`src/rtl/ca_dispatch_pkg.sv`:
```
// Shared definitions for the calendar-match dispatcher: opcodes, command word field
// positions and execution FSM state encodings.
package ca_dispatch_pkg;

  localparam logic [3:0] CA_OP_NOP  = 4'd0;
  localparam logic [3:0] CA_OP_WAKE = 4'd1;
  localparam logic [3:0] CA_OP_SET  = 4'd2;
  localparam logic [3:0] CA_OP_CLR  = 4'd3;
  localparam logic [3:0] CA_OP_TGL  = 4'd4;
  localparam logic [3:0] CA_OP_WR   = 4'd5;

  localparam int unsigned CA_OP_MSB  = 31;
  localparam int unsigned CA_OP_LSB  = 28;
  localparam int unsigned CA_TID_MSB = 27;
  localparam int unsigned CA_TID_LSB = 24;

  typedef enum logic [1:0] {
    StIdle,
    StExec,
    StWaitAck
  } ca_state_e;

  function automatic logic ca_op_legal(logic [3:0] op);
    return op <= CA_OP_WR;
  endfunction

endpackage

```
`src/rtl/ca_dispatch_if.sv`:
```
// Calendar match link between the ca producer (master) and ca_dispatch (slave).
interface ca_dispatch_if;
  logic        ca_match;
  logic [31:0] ca_command;
  logic        ca_match_block;

  modport master (output ca_match, output ca_command, input ca_match_block);
  modport slave  (input ca_match, input ca_command, output ca_match_block);
endinterface

```
`src/rtl/ca_dispatch_fifo.sv`:
```
// Synchronous command FIFO; push and pop in the same cycle both succeed, even when full.
module ca_dispatch_fifo #(
  parameter int unsigned Depth = 4,
  parameter int unsigned Width = 24
) (
  input  logic                     clk,
  input  logic                     rstn,
  input  logic                     push_i,
  input  logic [Width-1:0]         wdata_i,
  input  logic                     pop_i,
  output logic [Width-1:0]         rdata_o,
  output logic                     full_o,
  output logic                     empty_o,
  output logic [$clog2(Depth):0]   count_o
);
  localparam int unsigned AW = $clog2(Depth);
  localparam int unsigned CW = AW + 1;

  logic [Width-1:0] mem_q [Depth];
  logic [AW-1:0]    wr_ptr_q, rd_ptr_q;
  logic [CW-1:0]    count_q;
  logic             push_ok, pop_ok;

  assign full_o  = count_q == CW'(Depth);
  assign empty_o = count_q == '0;
  assign count_o = count_q;
  assign rdata_o = mem_q[rd_ptr_q];

  assign push_ok = push_i & (~full_o | pop_i);
  assign pop_ok  = pop_i & ~empty_o;

  // Storage carries no reset; pointers and count define validity.
  always_ff @(posedge clk) begin
    if (push_ok) mem_q[wr_ptr_q] <= wdata_i;
  end

  always_ff @(posedge clk or negedge rstn) begin
    if (!rstn) begin
      wr_ptr_q <= '0;
      rd_ptr_q <= '0;
      count_q  <= '0;
    end else begin
      if (push_ok) wr_ptr_q <= wr_ptr_q + AW'(1);
      if (pop_ok)  rd_ptr_q <= rd_ptr_q + AW'(1);
      if (push_ok && !pop_ok)      count_q <= count_q + CW'(1);
      else if (pop_ok && !push_ok) count_q <= count_q - CW'(1);
    end
  end

endmodule

```
`src/rtl/ca_dispatch.sv`:
```
// Calendar match consumer: buffers matched commands and executes GPIO updates and thread wakes.
// Optional build macro CA_DISPATCH_STATS_EN enables the executed-command counter.
module ca_dispatch
  import ca_dispatch_pkg::*;
#(
  parameter int unsigned FIFO_DEPTH = 4,
  parameter int unsigned GPIO_W     = 16
) (
  input  logic              clk,
  input  logic              rstn,
  ca_dispatch_if.slave      ca,
  output logic              wake_req,
  output logic [3:0]        wake_tid,
  input  logic              wake_ack,
  output logic [GPIO_W-1:0] gpio_out,
  output logic              cmd_err,
  output logic [15:0]       dispatch_count
);
  localparam int unsigned CW = $clog2(FIFO_DEPTH) + 1;
  localparam int unsigned EW = GPIO_W + 8;

  ca_state_e         state_q, state_d;
  logic [EW-1:0]     cmd_q, cmd_d;
  logic [GPIO_W-1:0] gpio_q, gpio_d;
  logic              wake_req_q, wake_req_d;
  logic [3:0]        wake_tid_q, wake_tid_d;
  logic              err_q, err_d;
  logic              block_q, block_d;

  logic              push, push_ok, pop, overflow;
  logic              fifo_full, fifo_empty;
  logic [CW-1:0]     fifo_count, cnt_after;
  logic [EW-1:0]     fifo_wdata, fifo_rdata;
  logic [3:0]        op, tid;
  logic [GPIO_W-1:0] data;
  logic              unused_cmd;

  // Only opcode, tid and data travel through the FIFO.
  assign fifo_wdata = {ca.ca_command[CA_OP_MSB:CA_OP_LSB], ca.ca_command[CA_TID_MSB:CA_TID_LSB],
                       ca.ca_command[GPIO_W-1:0]};
  assign unused_cmd = ^ca.ca_command;

  // A strobe seen while block_q is high is a repeat of an already-seen command.
  assign push      = ca.ca_match & ~block_q;
  assign pop       = (state_q == StIdle) & ~fifo_empty;
  assign push_ok   = push & (~fifo_full | pop);
  assign overflow  = push & fifo_full & ~pop;
  assign cnt_after = fifo_count + CW'(push_ok) - CW'(pop);
  assign block_d   = cnt_after >= CW'(FIFO_DEPTH - 1);

  ca_dispatch_fifo #(
    .Depth (FIFO_DEPTH),
    .Width (EW)
  ) u_fifo (
    .clk     (clk),
    .rstn    (rstn),
    .push_i  (push),
    .wdata_i (fifo_wdata),
    .pop_i   (pop),
    .rdata_o (fifo_rdata),
    .full_o  (fifo_full),
    .empty_o (fifo_empty),
    .count_o (fifo_count)
  );

  assign op   = cmd_q[EW-1 -: 4];
  assign tid  = cmd_q[EW-5 -: 4];
  assign data = cmd_q[GPIO_W-1:0];

  always_comb begin
    state_d    = state_q;
    cmd_d      = cmd_q;
    gpio_d     = gpio_q;
    wake_req_d = wake_req_q;
    wake_tid_d = wake_tid_q;
    err_d      = err_q | overflow;
    unique case (state_q)
      StIdle: begin
        if (pop) begin
          cmd_d   = fifo_rdata;
          state_d = StExec;
        end
      end
      StExec: begin
        state_d = StIdle;
        case (op)
          CA_OP_WAKE: begin
            wake_req_d = 1'b1;
            wake_tid_d = tid;
            state_d    = StWaitAck;
          end
          CA_OP_SET: gpio_d = gpio_q | data;
          CA_OP_CLR: gpio_d = gpio_q & ~data;
          CA_OP_TGL: gpio_d = gpio_q ^ data;
          CA_OP_WR:  gpio_d = data;
          default:   if (!ca_op_legal(op)) err_d = 1'b1;
        endcase
      end
      StWaitAck: begin
        if (wake_ack) begin
          wake_req_d = 1'b0;
          state_d    = StIdle;
        end
      end
      default: state_d = StIdle;
    endcase
  end

  always_ff @(posedge clk or negedge rstn) begin
    if (!rstn) begin
      state_q    <= StIdle;
      cmd_q      <= '0;
      gpio_q     <= '0;
      wake_req_q <= 1'b0;
      wake_tid_q <= '0;
      err_q      <= 1'b0;
      block_q    <= 1'b0;
    end else begin
      state_q    <= state_d;
      cmd_q      <= cmd_d;
      gpio_q     <= gpio_d;
      wake_req_q <= wake_req_d;
      wake_tid_q <= wake_tid_d;
      err_q      <= err_d;
      block_q    <= block_d;
    end
  end

  assign ca.ca_match_block = block_q;
  assign wake_req          = wake_req_q;
  assign wake_tid          = wake_tid_q;
  assign gpio_out          = gpio_q;
  assign cmd_err           = err_q;

`ifdef CA_DISPATCH_STATS_EN
  logic [15:0] exec_cnt_q;
  always_ff @(posedge clk or negedge rstn) begin
    if (!rstn)                  exec_cnt_q <= '0;
    else if (state_q == StExec) exec_cnt_q <= exec_cnt_q + 16'd1;
  end
  assign dispatch_count = exec_cnt_q;
`else
  assign dispatch_count = '0;
`endif

endmodule

```
`src/flat_wrapper.sv`:
```
// flat-port wrapper written by rule: the top's interface ports become plain ports
module ca_dispatch_flat import ca_dispatch_pkg::*;
#(
  parameter int unsigned FIFO_DEPTH = 4,
  parameter int unsigned GPIO_W     = 16
)
  (clk, rstn, wake_req, wake_tid, wake_ack, gpio_out, cmd_err, dispatch_count, ca_ca_match, ca_ca_command, ca_ca_match_block);
  ca_dispatch_if ca_i ();
  input  logic clk;
  input  logic rstn;
  output logic wake_req;
  output logic [3:0] wake_tid;
  input  logic wake_ack;
  output logic [GPIO_W-1:0] gpio_out;
  output logic cmd_err;
  output logic [15:0] dispatch_count;
  input wire logic [$bits(ca_i.ca_match)-1:0] ca_ca_match;
  input wire logic [$bits(ca_i.ca_command)-1:0] ca_ca_command;
  output wire logic [$bits(ca_i.ca_match_block)-1:0] ca_ca_match_block;
  assign ca_i.ca_match = ca_ca_match;
  assign ca_i.ca_command = ca_ca_command;
  assign ca_ca_match_block = ca_i.ca_match_block;
  ca_dispatch #(.FIFO_DEPTH(FIFO_DEPTH), .GPIO_W(GPIO_W)) u_core (.clk(clk), .rstn(rstn), .ca(ca_i), .wake_req(wake_req), .wake_tid(wake_tid), .wake_ack(wake_ack), .gpio_out(gpio_out), .cmd_err(cmd_err), .dispatch_count(dispatch_count));
endmodule
```
`config.mk`:
```
export PLATFORM = sky130hd
export DESIGN_NAME = ca_dispatch_flat
export DESIGN_NICKNAME = d
export VERILOG_FILES = /design/src/rtl/ca_dispatch_pkg.sv /design/src/rtl/ca_dispatch_if.sv /design/src/rtl/ca_dispatch_fifo.sv /design/src/rtl/ca_dispatch.sv /design/src/flat_wrapper.sv
export SDC_FILE = /design/constraint.sdc
export NUM_CORES = 1
export LEC_CHECK = 0
export ABC_AREA = 1
export CELL_PAD_IN_SITES_DETAIL_PLACEMENT = 1
export CELL_PAD_IN_SITES_GLOBAL_PLACEMENT = 2
export CORE_MARGIN = 1.5
export CORE_UTILIZATION = 38
export CTS_BUF_LIST = sky130_fd_sc_hd__clkbuf_2 sky130_fd_sc_hd__clkbuf_4 sky130_fd_sc_hd__clkbuf_8
export DETAILED_ROUTE_END_ITERATION = 8
export PLACE_DENSITY_LB_ADDON = 0.1
export SYNTH_ARGS = -nofsm -noshare
export SYNTH_HDL_FRONTEND = slang
export SYNTH_SLANG_ARGS = --single-unit
```
`constraint.sdc`:
```
create_clock -name clk -period 3 [get_ports clk]
set_clock_uncertainty 0.1 [all_clocks]
set_input_delay 0.6 -clock clk [delete_from_list [all_inputs] [get_ports clk]]
set_output_delay 0.6 -clock clk [all_outputs]
set_load 0.005 [all_outputs]
```
==> parameters.txt, run 1 <==
Parameter                              Value

Outcome
  Result of the run ... completed

Final layout
  Syn-to-layout area delta ... 14.08%
  Number of nets in the final layout ... 856
  Number of fill cells ... 2,078
  Total area of sequential cells ... 0.004284 mm2
  Commonest cells after routing, fill and taps aside ... edfxtp_1, nor2_1, nand2_1, o21ai_0, inv_1
  Number of antenna repair diodes ... 0
  Final core utilization ... 44.64%
  Commonest non-fill, non-tap cell in the layout ... edfxtp_1
  Post-route insts no fill ... 1,052
  Fraction of layout cells with a size suffix above 1 ... 10.98%
  Combined area of the multi-input logic cells ... between 0.002 and 0.0025 mm2

Floorplanning
  Width of the chip ... between 100 and 150 um
  Count of boundary I/O pins ... 75
  Initial Util ... 39.13%
  Die footprint ... about 0.020 mm2
  Chip height ... approximately 140 um
  Core area ... ~0.019 mm2
  Number of cell rows ... 50

Yosys
  Main combinational cell family by area after synthesis ... simple AND/OR/NAND/NOR gates
  Register bit count reported by yosys ... about 150
  Cell Area, Synth ... 0.007368 mm2
  Post-synthesis mux area share ... 0%
  Number of standard cells after synthesis ... 730
  Portion of the post-synthesis area used by sequential elements ... 58.14%
  Synth Flop Type ... edfxtp_1
  Count of warnings emitted by yosys ... 0
  Number of flops mapped to enable cells by yosys ... 96
  Compound-Gate Fraction of Synth Area ... approximately a tenth
  Mean instance size in the synthesized netlist ... 10.09 um2
  Fraction of registers with async set or reset after synthesis ... around 37%
  Synth Area in XOR/XNOR ... less than 1%
  Unique masters post-synth ... 28
  Adder-cell share of the synthesized area ... 7.166%
  Synthesized-area fraction occupied by and/or/nand/nor cells ... 15.16%

CTS
  Root cell of the clock tree ... clkbuf_8
  Number of levels in the clock H-tree ... 4
  Number of resized instances in the post-cts repair step ... 0
  CTS max path bufs ... 2
  Count of hold buffers inserted by post-cts repair ... 0
  Number of clock sinks ... 152
  Inserted Clock Buffers ... 17
  CTS tree ... yes
  Clock transition at the registers of the reported paths ... around 0.10 ns
  Post-CTS repair timing setup buffer count ... 0
  Clock latency on the worst-skew pair ... around 0.44 ns

Power
  Leakage dissipation ... 3.571 nW
  IR drop worst, VDD ... approximately 330 uV
  Clock network power share ... 17.5%
  Net switching fraction of the power ... 43.72%
  Internal Pwr Total ... 4.662 mW
  Power share of the combinational group ... 45.3%
  Power density normalized to cell area ... 985.6 mW/mm2
  Proportion of power drawn by flip-flops and latches ... 37.2%
  Switching power ... 3.622 mW

GRT
  Pin count of the biggest net entering global routing ... 50
  Via count of the first global-routing pass ... 5,346
  First-pass GRT wire length ... 28,210 um
  Remaining global-route overflow ... 0
  Number of antenna violations at the first check in global routing ... 0
  Combined global-route utilization of all metal layers ... 18.51%

Place
  Total half-perimeter wirelength after legalization and detailed placement ... roughly 11,000 um
  # placed instances ... about 1.0k
  RD Place Congestion ... 0.7243
  # port buffers ... 50

Route
  Total via count in the routed design ... 5,079
  Number of design-rule violations left by the first detailed-router iteration ... between 150 and 200
  Number of iterations in the first detailed-routing pass ... 4
  Vias per inst ... 4.828
  Number of routed nets with antenna violations ... 0
  DRC errors left ... 0
  Routed wire per std cell ... 16.44 um
  Final WL ... 17,290 um

Setup path
  Reg2reg end ... u_core.u_fifo.count_o[2]
  Largest fanout on the critical path ... 7
  Setup slack of the worst register-to-register path ... 0.68 ns
  Critical Path Sink Type ... flop
  Worst-case reg-to-reg path depth ... 12
  Crit path from ... u_core.u_fifo.count_o[1]
  Capture point of the critical path ... u_core.u_fifo.count_o[2]
  Worst Path Class, Setup ... reg -> reg
  Critical register-to-register path startpoint ... u_core.u_fifo.count_o[1]
  Startpoint kind of the worst setup timing path ... flop
  Arrival time reported for the critical path endpoint ... 2.55 ns
  Required arrival time at the worst endpoint ... 3.23 ns

Timing
  Final number of hold-violating endpoints ... 0
  Finish-stage setup viols ... 0
  Setup total negative slack ... 0 ns
  Peak Freq ... 0.4306 GHz
  Slew HR ... 37.84%
  Min Clock Period, post-route ... 2.323 ns
  Unrepaired setup endpoints after global routing ... false
  Slew at the pin closest to its max-slew limit ... 0.9313 ns
  Share of the clock period used by the worst path ... 77.42%
  Final Max Slew Viols ... 0

Flow run
  Max Cap Violations ... 0

Hold path
  Hold WC Path Type ... in -> async
[sequential cells by signal (all words and copies together), names as in the netlist]
name                      cells
u_core.gpio_out              16
u_core.ca.ca_match_block      1
u_core.u_fifo.count_o         3
u_core.cmd_err                1
u_core.state_q                2
u_core.cmd_q                 24
u_core.wake_req               1
u_core.u_fifo.wr_ptr_q        2
u_core.u_fifo.mem_q          96
u_core.u_fifo.rd_ptr_q        2
u_core.wake_tid               4
[power by group through the flow]
stage          logic, mW  registers (mW)  clock network (mW)
2_1_floorplan       2.65            3.06                   0
3_3_place_gp        3.66            3.10                   0
3_5_place_dp        3.83            3.13                   0
4_1_cts             3.84            3.09                1.50
5_1_grt             4.34            3.15                1.58
6_report            3.76            3.08                1.45
[worst min-delay path by stage]
stage,from,endpoint,slack (ns),depth (start not counted)
floorplan,rstn,u_core.ca.ca_match_block,0.20,0
global placement,u_core.wake_tid[1],u_core.wake_tid[1],0.37,2
detailed placement,u_core.wake_tid[1],u_core.wake_tid[1],0.38,2
CTS,rstn,u_core.u_fifo.wr_ptr_q[1],0.02,1
global route,rstn,u_core.wake_tid[3],0.04,1
finish,rstn,u_core.cmd_q[19],0.02,1
[worst max-delay path: stages, from the launching register on]
cell	delay (ns)
dfrtp_1	0.41
inv_1	0.13
nand2_1	0.11
nand2_2	0.12
nand2_1	0.10
nand2_1	0.11
inv_1	0.12
ha_1	0.15
inv_1	0.06
fa_1	0.38
a21oi_1	0.15
o21ai_0	0.12
xor2_1	0.15
[cells by family after synthesis]
logic type | count (synthesis)
other | 1
xor gates and xnor gates | 5
and+or+nand+nor | 255
adders and majority gates | 41
AOI/OAI and AO/OA | 139
buffers and inverters | 137
DFF | 152
[final cells by class]
type                       instances  area share, %
clock inverter                    15          1.533
multi-input combinational        456          29.67
sequential                       152          50.97
timing repair buffer              63          7.205
clock buffer                      17          2.784
tap                              260          3.870
inverter                          89          3.974
[stage by stage]
stage	instance area [um2]	hold slack, ns	setup slack, ns	total power, mW
floorplan	7425	0.2044	0.5560	5.719
global placement	8043	0.3712	0.3601	6.764
detailed placement	8043	0.3815	0.2722	6.956
CTS	8406	0.01902	0.6592	8.427
global route	8406	0.04096	0.4736	9.071
finish	8406	0.01849	0.6775	8.285
[Yosys cell counts (all sizes together), types with 2 or more instances]
library cell | count | share of area, %
buf | 39 | 3.9
a21oi | 35 | 2.9
xor2 | 4 | 0.48
o21ai | 103 | 7.0
ha | 39 | 6.6
nand2 | 95 | 5.2
fa | 2 | 0.54
dfrtp | 56 | 19
nor2 | 110 | 6.5
nand3 | 50 | 3.5
inv | 89 | 4.5
edfxtp | 96 | 39
clkbuf | 9 | 0.46
[layer usage]
layer  GRT usage [%]  vias to the layer above  share of wire [%]
met1           23.03                     2526                 45
li1                -                     2458                  -
met3           2.658                       15                2.7
met5               0                        -                  0
met2           33.25                       80                 51
met4           5.751                        0                1.2
(Power assumes the default switching activity.)
==> run 2: changes to the inputs <==
clock period = 2.18 ns   (was 3 ns; I/O delays follow)
==> parameters.txt, run 2 (synthesis results as in run 1) <==
Parameter                              Value

GRT
  Combined global-route utilization of all metal layers ... 18.78% (+0.27 points)
  First-pass GRT wire length ... 28,570 um (+1.3%)
  Remaining global-route overflow ... 0 (unchanged)
  Pin count of the biggest net entering global routing ... 57 (+14%)
  Via count of the first global-routing pass ... 5,262 (-1.6%)
  Number of antenna violations at the first check in global routing ... 0 (unchanged)

Final layout
  Reg with most FFs ... u_core.u_fifo.mem_q
  Number of nets in the final layout ... 873 (+2.0%)
  Commonest cells after routing, fill and taps aside ... edfxtp_1, o21ai_0, nor2_1, nand2_1, inv_1
  Max reg flops ... 96 (unchanged)
  Syn-to-layout area delta ... 17.47%
  Commonest non-fill, non-tap cell in the layout ... edfxtp_1
  Number of antenna repair diodes ... 0 (unchanged)
  Final core utilization ... 45.97% (+1.3 points)
  Fraction of layout cells with a size suffix above 1 ... 13.84% (+2.9 points)

Place
  Total half-perimeter wirelength after legalization and detailed placement ... 11,510 um (+5.9%)
  Worst Setup Slack post-DPL ... -0.4032 ns (-0.6754 ns)
  # port buffers ... 50 (unchanged)
  RD Place Congestion ... 0.7299 (+0.77%)

Route
  Number of iterations in the first detailed-routing pass ... 4 (unchanged)
  Vias per inst ... 4.825 (about the same)
  Total via count in the routed design ... 5,158 (+1.6%)
  Number of design-rule violations left by the first detailed-router iteration ... 235 (+56%)
  Number of routed nets with antenna violations ... 0 (unchanged)
  Routed wire per std cell ... 16.54 um (+0.63%)
  Final WL ... 17,680 um (+2.3%)
  DRC errors left ... 0 (unchanged)

CTS
  Number of levels in the clock H-tree ... 4 (unchanged)
  CTS tree ... yes
  Root cell of the clock tree ... clkbuf_8
  Clock latency on the worst-skew pair ... 0.45 ns (about the same)
  Number of clock sinks ... 152 (unchanged)
  Clock transition at the registers of the reported paths ... 0.10 ns (about the same)
  Inserted Clock Buffers ... 17 (unchanged)
  CTS max path bufs ... 2 (unchanged)

Power
  IR drop worst, VDD ... 509.9 uV (+54%)
  PnR Total Power ... 11.84 mW (+43%)
  Leakage dissipation ... 3.668 nW (+2.7%)
  Power density normalized to cell area ... 1368 mW/mm2 (+39%)

Timing
  Final worst hold slack ... 0.4027 ns (+0.3842 ns)
  Final Worst Setup Slack ... 0.09219 ns (-0.5853 ns)
  Finish-stage setup viols ... 0 (unchanged)
  Slew at the pin closest to its max-slew limit ... 0.5794 ns (-0.3519 ns)
  Unrepaired setup endpoints after global routing ... true
  Slew HR ... 60.96% (+23 points)
  Share of the clock period used by the worst path ... 95.77%
  Peak Freq ... 0.4790 GHz
  Final number of hold-violating endpoints ... 0 (unchanged)
  Final Max Slew Viols ... 0 (unchanged)
  Setup total negative slack ... 0 ns (unchanged)
  Min Clock Period, post-route ... 2.088 ns

Setup path
  Worst-case reg-to-reg path depth ... 11 (-1)
  Required arrival time at the worst endpoint ... 2.48 ns (-0.75 ns)
  Critical register-to-register path startpoint ... u_core.u_fifo.count_o[1]
  Setup slack of the worst register-to-register path ... 0.10 ns (-0.58 ns)
  Largest fanout on the critical path ... 3 (-4)
  Worst Path Class, Setup ... in -> reg
  Arrival time reported for the critical path endpoint ... 2.38 ns (-0.17 ns)
  Reg2reg end ... u_core.ca.ca_match_block
  Critical Path Sink Type ... flop
  Startpoint kind of the worst setup timing path ... input pin

Hold path
  Hold EP ... u_core.wake_req
  Cell depth of the worst min-delay path ... 2
  Hold WC Path Type ... reg -> reg
  Source of the worst hold timing path ... u_core.wake_req

Floorplanning
  Chip height ... 142.3 um (unchanged)
  Initial Util ... 39.13% (unchanged)
  Die footprint ... 0.02024 mm2 (unchanged)
  Number of cell rows ... 50 (unchanged)
  Core area ... 0.01883 mm2 (unchanged)
  Width of the chip ... 142.3 um (unchanged)
  Count of boundary I/O pins ... 75 (unchanged)

Outcome
  Result of the run ... completed

Flow run
  Max Cap Violations ... 0 (unchanged)
run 2: cell count changes in the layout (fill, tap and decap cells not counted), sizes merged:
| cell | change |
|---|---|
| buf | +16 |
| clkinvlp | +1 |
| dlygate4sd3 | +1 |
| inv | -1 |
run 2: worst max-delay path by stage:
stage,startpoint,to,slack (ns),cells past startpoint
6_report,ca_ca_match,u_core.ca.ca_match_block,0.09,10
5_1_grt,u_core.u_fifo.count_o[1],u_core.ca.ca_match_block,-0.02,11
4_1_cts,u_core.state_q[0],u_core.ca.ca_match_block,0.00006,10
3_5_place_dp,ca_ca_match,u_core.ca.ca_match_block,-0.40,10
3_3_place_gp,ca_ca_match,u_core.ca.ca_match_block,-0.31,10
2_1_floorplan,u_core.state_q[1],u_core.u_fifo.mem_q[0][0],-0.21,5
run 2: critical path, cell delays in order:
cell	delay [ns]
clkdlybuf4s50_1	0.45
inv_1	0.04
nor2_1	0.25
nand2_4	0.11
ha_4	0.26
inv_1	0.04
ha_2	0.17
fa_2	0.52
nand2_1	0.05
nand2_1	0.06
run 2: routing by layer:
layer	part of all wire [%]	vias to the layer above	track usage, %
met2	50	70	32.32
met5	0	-	0
li1	-	2498	-
met4	0.61	0	4.829
met1	47	2581	24.42
met3	2.6	9	3.533
run 2: cell type report:
cell class              instances  area (um2)
well taps                     260       325.3
inverters                      89       334.1
flip-flops and latches        152        4284
repair buffers                 80       810.8
multi-input cells             456        2532
fillers                      2078       10170
clock inverters                15       135.1
clock buffers                  17       234.0
run 2: stage by stage:
stage | instances | cell area, um2
floorplan | 745 | 7425
global placement | 1033 | 8215
detailed placement | 1033 | 8215
CTS | 1067 | 8607
global route | 1069 | 8656
finish | 1069 | 8656
run 2: repair_timing:
action | CTS | global route
cloned | 0 | 0
endpoints found under the hold margin | 56 | 0
setup endpoints to repair | 2 | 2
setup buffers | 1 | 2
hold buffers | 1 | 0
resized for setup | 2 | 8
pin swaps | 1 | 5
run 2: power by group:
| group | internal, mW | total (mW) | switching, mW |
|---|---|---|---|
| combinational | 2.08 | 5.57 | 3.49 |
| sequential | 3.79 | 4.24 | 0.449 |
| clock | 0.834 | 2.03 | 1.20 |
==> run 3: changes to the inputs <==
SLEW_MARGIN = 20   (was unset)
==> results of run 3 <==
No change in the layout: final DEF, timing and power equal those of run 2.
